<file path="src/rtl/seletor_corrida.sv">
`default_nettype none
// ============================================================================
// Module     : seletor_corrida
// Description: Ride origin/destination selector. Captures a one-hot origin
//              and destination from a 0..8 position index on confirm-button
//              rising edges, holds the request until accepted, tracks the
//              trip and clears on end of trip or cancel.
//              Optional feature macro: SELETOR_TIMEOUT_EN (PRONTO timeout).
// Revision   : 1.0 - initial release
// ============================================================================
module seletor_corrida #(
  parameter int TIMEOUT_CICLOS = 255
) (
  input  logic       clk,
  input  logic       rst_n,
  input  logic [3:0] sel,
  input  logic       confirma,
  input  logic       cancela,
  input  logic       aceite,
  input  logic       fim_viagem,
  output logic [8:0] inicio,
  output logic [8:0] fim,
  output logic       valido,
  output logic [1:0] estado,
  output logic       erro
);

  typedef enum logic [1:0] {
    INICIO  = 2'b00,
    DESTINO = 2'b01,
    PRONTO  = 2'b10,
    VIAGEM  = 2'b11
  } state_t;

  state_t     state;
  state_t     state_nxt;
  logic [8:0] inicio_nxt;
  logic [8:0] fim_nxt;
  logic       erro_nxt;
  logic       conf_prev;
  logic       conf_edge;
  logic       sel_ok;
  logic [8:0] sel_onehot;
  logic       timeout;

  // One edge per press; conf_prev resets high so a button held through
  // reset release is not seen as a press.
  assign conf_edge  = confirma & ~conf_prev;
  assign sel_ok     = (sel <= 4'd8);
  assign sel_onehot = sel_ok ? (9'd1 << sel) : 9'd0;
  assign estado     = state;

`ifdef SELETOR_TIMEOUT_EN
  localparam int CW = (TIMEOUT_CICLOS < 2) ? 1 : $clog2(TIMEOUT_CICLOS);

  logic [CW-1:0] cnt;

  // Counts PRONTO cycles; zero whenever the FSM is outside PRONTO, so it is
  // already clear on the first PRONTO cycle.
  always_ff @(posedge clk or negedge rst_n) begin
    if (!rst_n) begin
      cnt <= '0;
    end else if (state != PRONTO) begin
      cnt <= '0;
    end else begin
      cnt <= cnt + CW'(1);
    end
  end

  // Fires on the TIMEOUT_CICLOS-th consecutive PRONTO cycle.
  assign timeout = (state == PRONTO) && (cnt == CW'(TIMEOUT_CICLOS - 1));
`else
  // No timeout hardware: PRONTO waits until accepted or cancelled.
  if (TIMEOUT_CICLOS >= 1) begin : g_no_timeout
    assign timeout = 1'b0;
  end else begin : g_no_timeout_any
    assign timeout = 1'b0;
  end
`endif

  // Next-state and next-value logic for the request registers.
  always_comb begin
    state_nxt  = state;
    inicio_nxt = inicio;
    fim_nxt    = fim;
    erro_nxt   = 1'b0;
    case (state)
      INICIO: begin
        if (cancela) begin
          inicio_nxt = 9'd0;
          fim_nxt    = 9'd0;
        end else if (conf_edge) begin
          if (sel_ok) begin
            inicio_nxt = sel_onehot;
            state_nxt  = DESTINO;
          end else begin
            erro_nxt = 1'b1;
          end
        end
      end
      DESTINO: begin
        if (cancela) begin
          inicio_nxt = 9'd0;
          fim_nxt    = 9'd0;
          state_nxt  = INICIO;
        end else if (conf_edge) begin
          if (sel_ok && (sel_onehot != inicio)) begin
            fim_nxt   = sel_onehot;
            state_nxt = PRONTO;
          end else begin
            erro_nxt = 1'b1;
          end
        end
      end
      PRONTO: begin
        if (cancela) begin
          inicio_nxt = 9'd0;
          fim_nxt    = 9'd0;
          state_nxt  = INICIO;
        end else if (aceite) begin
          state_nxt = VIAGEM;
        end else if (timeout) begin
          inicio_nxt = 9'd0;
          fim_nxt    = 9'd0;
          erro_nxt   = 1'b1;
          state_nxt  = INICIO;
        end
      end
      VIAGEM: begin
        if (fim_viagem) begin
          inicio_nxt = 9'd0;
          fim_nxt    = 9'd0;
          state_nxt  = INICIO;
        end
      end
      default: begin
        state_nxt  = INICIO;
        inicio_nxt = 9'd0;
        fim_nxt    = 9'd0;
      end
    endcase
  end

  // State and output registers; valido is registered so it tracks PRONTO.
  always_ff @(posedge clk or negedge rst_n) begin
    if (!rst_n) begin
      state     <= INICIO;
      inicio    <= 9'd0;
      fim       <= 9'd0;
      valido    <= 1'b0;
      erro      <= 1'b0;
      conf_prev <= 1'b1;
    end else begin
      state     <= state_nxt;
      inicio    <= inicio_nxt;
      fim       <= fim_nxt;
      valido    <= (state_nxt == PRONTO);
      erro      <= erro_nxt;
      conf_prev <= confirma;
    end
  end

endmodule
`default_nettype wire

</file>
<file path="config.mk">
export PLATFORM = sky130hd
export DESIGN_NAME = seletor_corrida
export DESIGN_NICKNAME = d
export VERILOG_FILES = /design/src/rtl/seletor_corrida.sv
export SDC_FILE = /design/constraint.sdc
export NUM_CORES = 1
export LEC_CHECK = 0
export BUFFER_PORTS_ARGS = -buffer_cell sky130_fd_sc_hd__buf_2
export CORE_MARGIN = 2
export CORE_UTILIZATION = 58
export CTS_CLUSTER_SIZE = 16
export DETAILED_ROUTE_END_ITERATION = 8
export GPL_TIMING_DRIVEN = 0
export PLACE_DENSITY = 0.84
export SLEW_MARGIN = 40
export SYNTH_ARGS = -nofsm -noshare
export SYNTH_HDL_FRONTEND = slang
export SYNTH_SLANG_ARGS = --single-unit
export TNS_END_PERCENT = 50
</file>
<file path="constraint.sdc">
create_clock -name clk -period 4.8 [get_ports clk]
set_clock_uncertainty 0.05 [all_clocks]
set_input_delay 0.48 -clock clk [delete_from_list [all_inputs] [get_ports clk]]
set_output_delay 0.48 -clock clk [all_outputs]
set_load 0.01 [all_outputs]
</file>
==> impl_metrics.env <==
export IMPL_leakagePower_nw=0.7888
export IMPL_crit_arrival_ns=2.54
export IMPL_startpoint_type="input pin"
export IMPL_antenna_left=0
export IMPL_first_pass_iters=4
export IMPL_initial_utilization_pct=61.41
export IMPL_cts_sinks=23
export IMPL_nNetsFinal=222
export IMPL_powerDensity_nw_per_um2=293.2
export IMPL_gr_total_overflow=0
export IMPL_synthTopCellsByArea="dfrtp_1 36%, nand2b_1 6.1%, o31ai_1 4.9%, nand2_1 4.2%, o21ai_0 3.6%"
export IMPL_postCtsResizedCells=0
export IMPL_cap_violations=0
export IMPL_ys_ff_latch=23
export IMPL_grt_pass1_vias=1407
export IMPL_io_buffers=31
export IMPL_synth_area_leader_cell="dfrtp_1"
export IMPL_io_pins=32
export IMPL_rsz0062_at_grt="false"
export IMPL_setup_ws_ns=2.379
export IMPL_areaGrowthSynthToFinish_pct=14.67
export IMPL_avgRoutedWirePerCell_um=16.27
export IMPL_cts_buffers=3
export IMPL_die_w_um=55.45
export IMPL_post_place_ws_ns=2.121
export IMPL_m1WireLength_um=1742
export IMPL_viasPerCell=6.380
export IMPL_synth_area_sq_um=1535
export IMPL_grt_pass1_wl_um=6624
export IMPL_clk_path_buf_depth=2
export IMPL_htree_levels=1
export IMPL_synth_common_cells="22 x dfrtp_1, 17 x nand2_1, 15 x nand2b_1"
export IMPL_fmax_mhz=413.0
export IMPL_routed_top_layer="met4"
export IMPL_crit_path_max_fanout=10
export IMPL_nFillCells=190
export IMPL_synthCells=171
export IMPL_dieArea_sq_um=3075
export IMPL_slew_headroom_pct=55.37
export IMPL_die_y_um=55.45
export IMPL_status="complete, no violations"
export IMPL_finalCriticalPeriod_ns=2.421
export IMPL_core_sq_um=2500
export IMPL_synth_edf_count=0
export IMPL_path_class="input pin to flop"
export IMPL_cts_hold_buffers=0
export IMPL_netlist_area_leader_share_pct=35.86
export IMPL_dpl_hpwl_um=2914
export IMPL_n_antenna_cell=0
export IMPL_required_ns=4.92
export IMPL_antenna_found_initial=0
export IMPL_setup_viol=0
export IMPL_fin_util_pct=70.42
export IMPL_via_count=1512
export IMPL_yosysMostFrequentCell="dfrtp_1"
export IMPL_synthFlopType="dfrtp_1"
export IMPL_final_hold_violation_count=0
export IMPL_setup_tns_ns=0
export IMPL_synth_warnings=0
export IMPL_grt_total_usage_pct=26.55
export IMPL_wl_met3_um=165
export IMPL_wl_um=3857
export IMPL_wl_met2_um=1890
export IMPL_grt_max_degree=24
export IMPL_finalWeightedCongestion=0.8225
export IMPL_drc_errors=0
export IMPL_period_share_pct=50.44
export IMPL_seq_area_frac_synth_pct=37.57
export IMPL_hold_path_class="input pin to asynchronous set/reset pin"
export IMPL_tightest_slew_ns=0.6650
export IMPL_clk_pin_slew_ns=0.13
export IMPL_postCtsSetupRepairBufs=0
export IMPL_rows=18
export IMPL_drt_initial_drc_count=95
export IMPL_drive_gt1_share_pct=23.19
export IMPL_synth_area_per_cell_sq_um=8.978
export IMPL_cts_tree="yes"
export IMPL_cts_root_buf="clkbuf_4"
export IMPL_synthArstFlopShare_pct=100.0
export IMPL_synth_cell_type_count=47
export IMPL_syn_num_nets=185
export IMPL_slew_violations=0
export IMPL_setup_worst_path_end_class="flop"
export IMPL_ir_drop_mv=0.2381
export IMPL_clk_latency_ns=0.31
## state kept, by name, summed over array words and instances, names as in the netlist
| name | cells |
|---|---|
| conf_prev | 1 |
| erro | 1 |
| estado | 2 |
| fim | 9 |
| inicio | 9 |
| valido | 1 |
## power breakdown
part	leakage, nW	internal (mW)	switching, mW	total, mW
logic	0.455	0.0758	0.128	0.203
clock network	0.0177	0.0311	0.0583	0.0895
registers	0.316	0.206	0.0171	0.223
## worst paths after layout
| check | startpoint | to | slack (ns) | cells past startpoint |
|---|---|---|---|---|
| min in group clk | confirma | conf_prev$_DFF_PN1_ | 0.22 | 1 |
| max in group asynchronous | rst_n | conf_prev$_DFF_PN1_ | 4.27 | 1 |
| worst min-delay path | rst_n | fim[7]$_DFFE_PN0P_ | 0.07 | 1 |
| worst max register to register | inicio[1]$_DFFE_PN0P_ | fim[0]$_DFFE_PN0P_ | 2.46 | 7 |
| worst min register to register | fim[8]$_DFFE_PN0P_ | fim[8]$_DFFE_PN0P_ | 0.50 | 2 |
| worst max-delay path | sel[1] | fim[0]$_DFFE_PN0P_ | 2.38 | 9 |
## layout make-up
class                   instances  area (sq um)  area share (%)
inverters                       8         30.03           1.706
multi-input cells             131         870.8           49.47
clock buffers                   3         22.52           1.279
repair buffers                 32         160.2           9.097
flip-flops and latches         23         576.8           32.76
plain buffers                   9         57.56           3.269
clock inverters                 1         5.005          0.2843
well taps                      30         37.54           2.132
## per-layer routing
metal  GRT usage [%]  vias to the layer above
met3           3.513                        8
li1                -                      712
met4           9.059                        0
met5               0                        -
met1           37.37                      742
met2           42.18                       50
## worst max-delay path, stage by stage
cell and delay, ns:
buf_2 0.14, buf_4 0.17, nor4b_2 0.46, xnor2_1 0.18, nand4_1 0.16, or4_4 0.47
buf_6 0.16, a32oi_1 0.18, o21ai_0 0.13
## logic make-up after synthesis
logic type,Yosys count,share of synthesized area (%)
and+or+nand+nor,74,28.20
AOI/OAI and AO/OA,52,24.70
DFF,23,37.57
buffers and inverters,17,5.704
adders and majority gates,4,3.260
xor gates and xnor gates,1,0.5706
## metrics by stage
step	std cells	hold WS, ns	area (sq um)	power (mW)
final	237	0.06766	1760	0.5161
after global routing	237	0.08687	1760	0.5514
after CTS	237	0.08166	1760	0.5127
after detailed placement	233	0.4223	1733	0.4249
after global placement	232	0.4064	1728	0.4129
after floorplan	171	0.1344	1535	0.3639
## cell usage in the layout, fill, tap and decap left out, types with 2 or more instances in the layout
master    Yosys  final
nor2_1        9      9
a221oi_1      3      3
nand3_1       3      3
a32oi_1       3      3
o32ai_1       3      3
inv_1         8      8
a22oi_1       7      7
a21oi_1       5      5
nand2_1      17     17
o21ai_0      11     11
nor2b_1       4      4
nand2b_1     15     15
o21bai_1      2      2
buf_6         2      2
buf_2         1     33
nor3_1        6      6
nor4bb_1      2      2
ha_1          4      4
clkbuf_4      0      3
clkbuf_1      3      3
o31ai_1      10     10
dfrtp_1      22     22
nand3b_1      2      2
nor4_1        4      4
buf_4         2      2
Note: power is estimated with default switching activity, not from simulation.
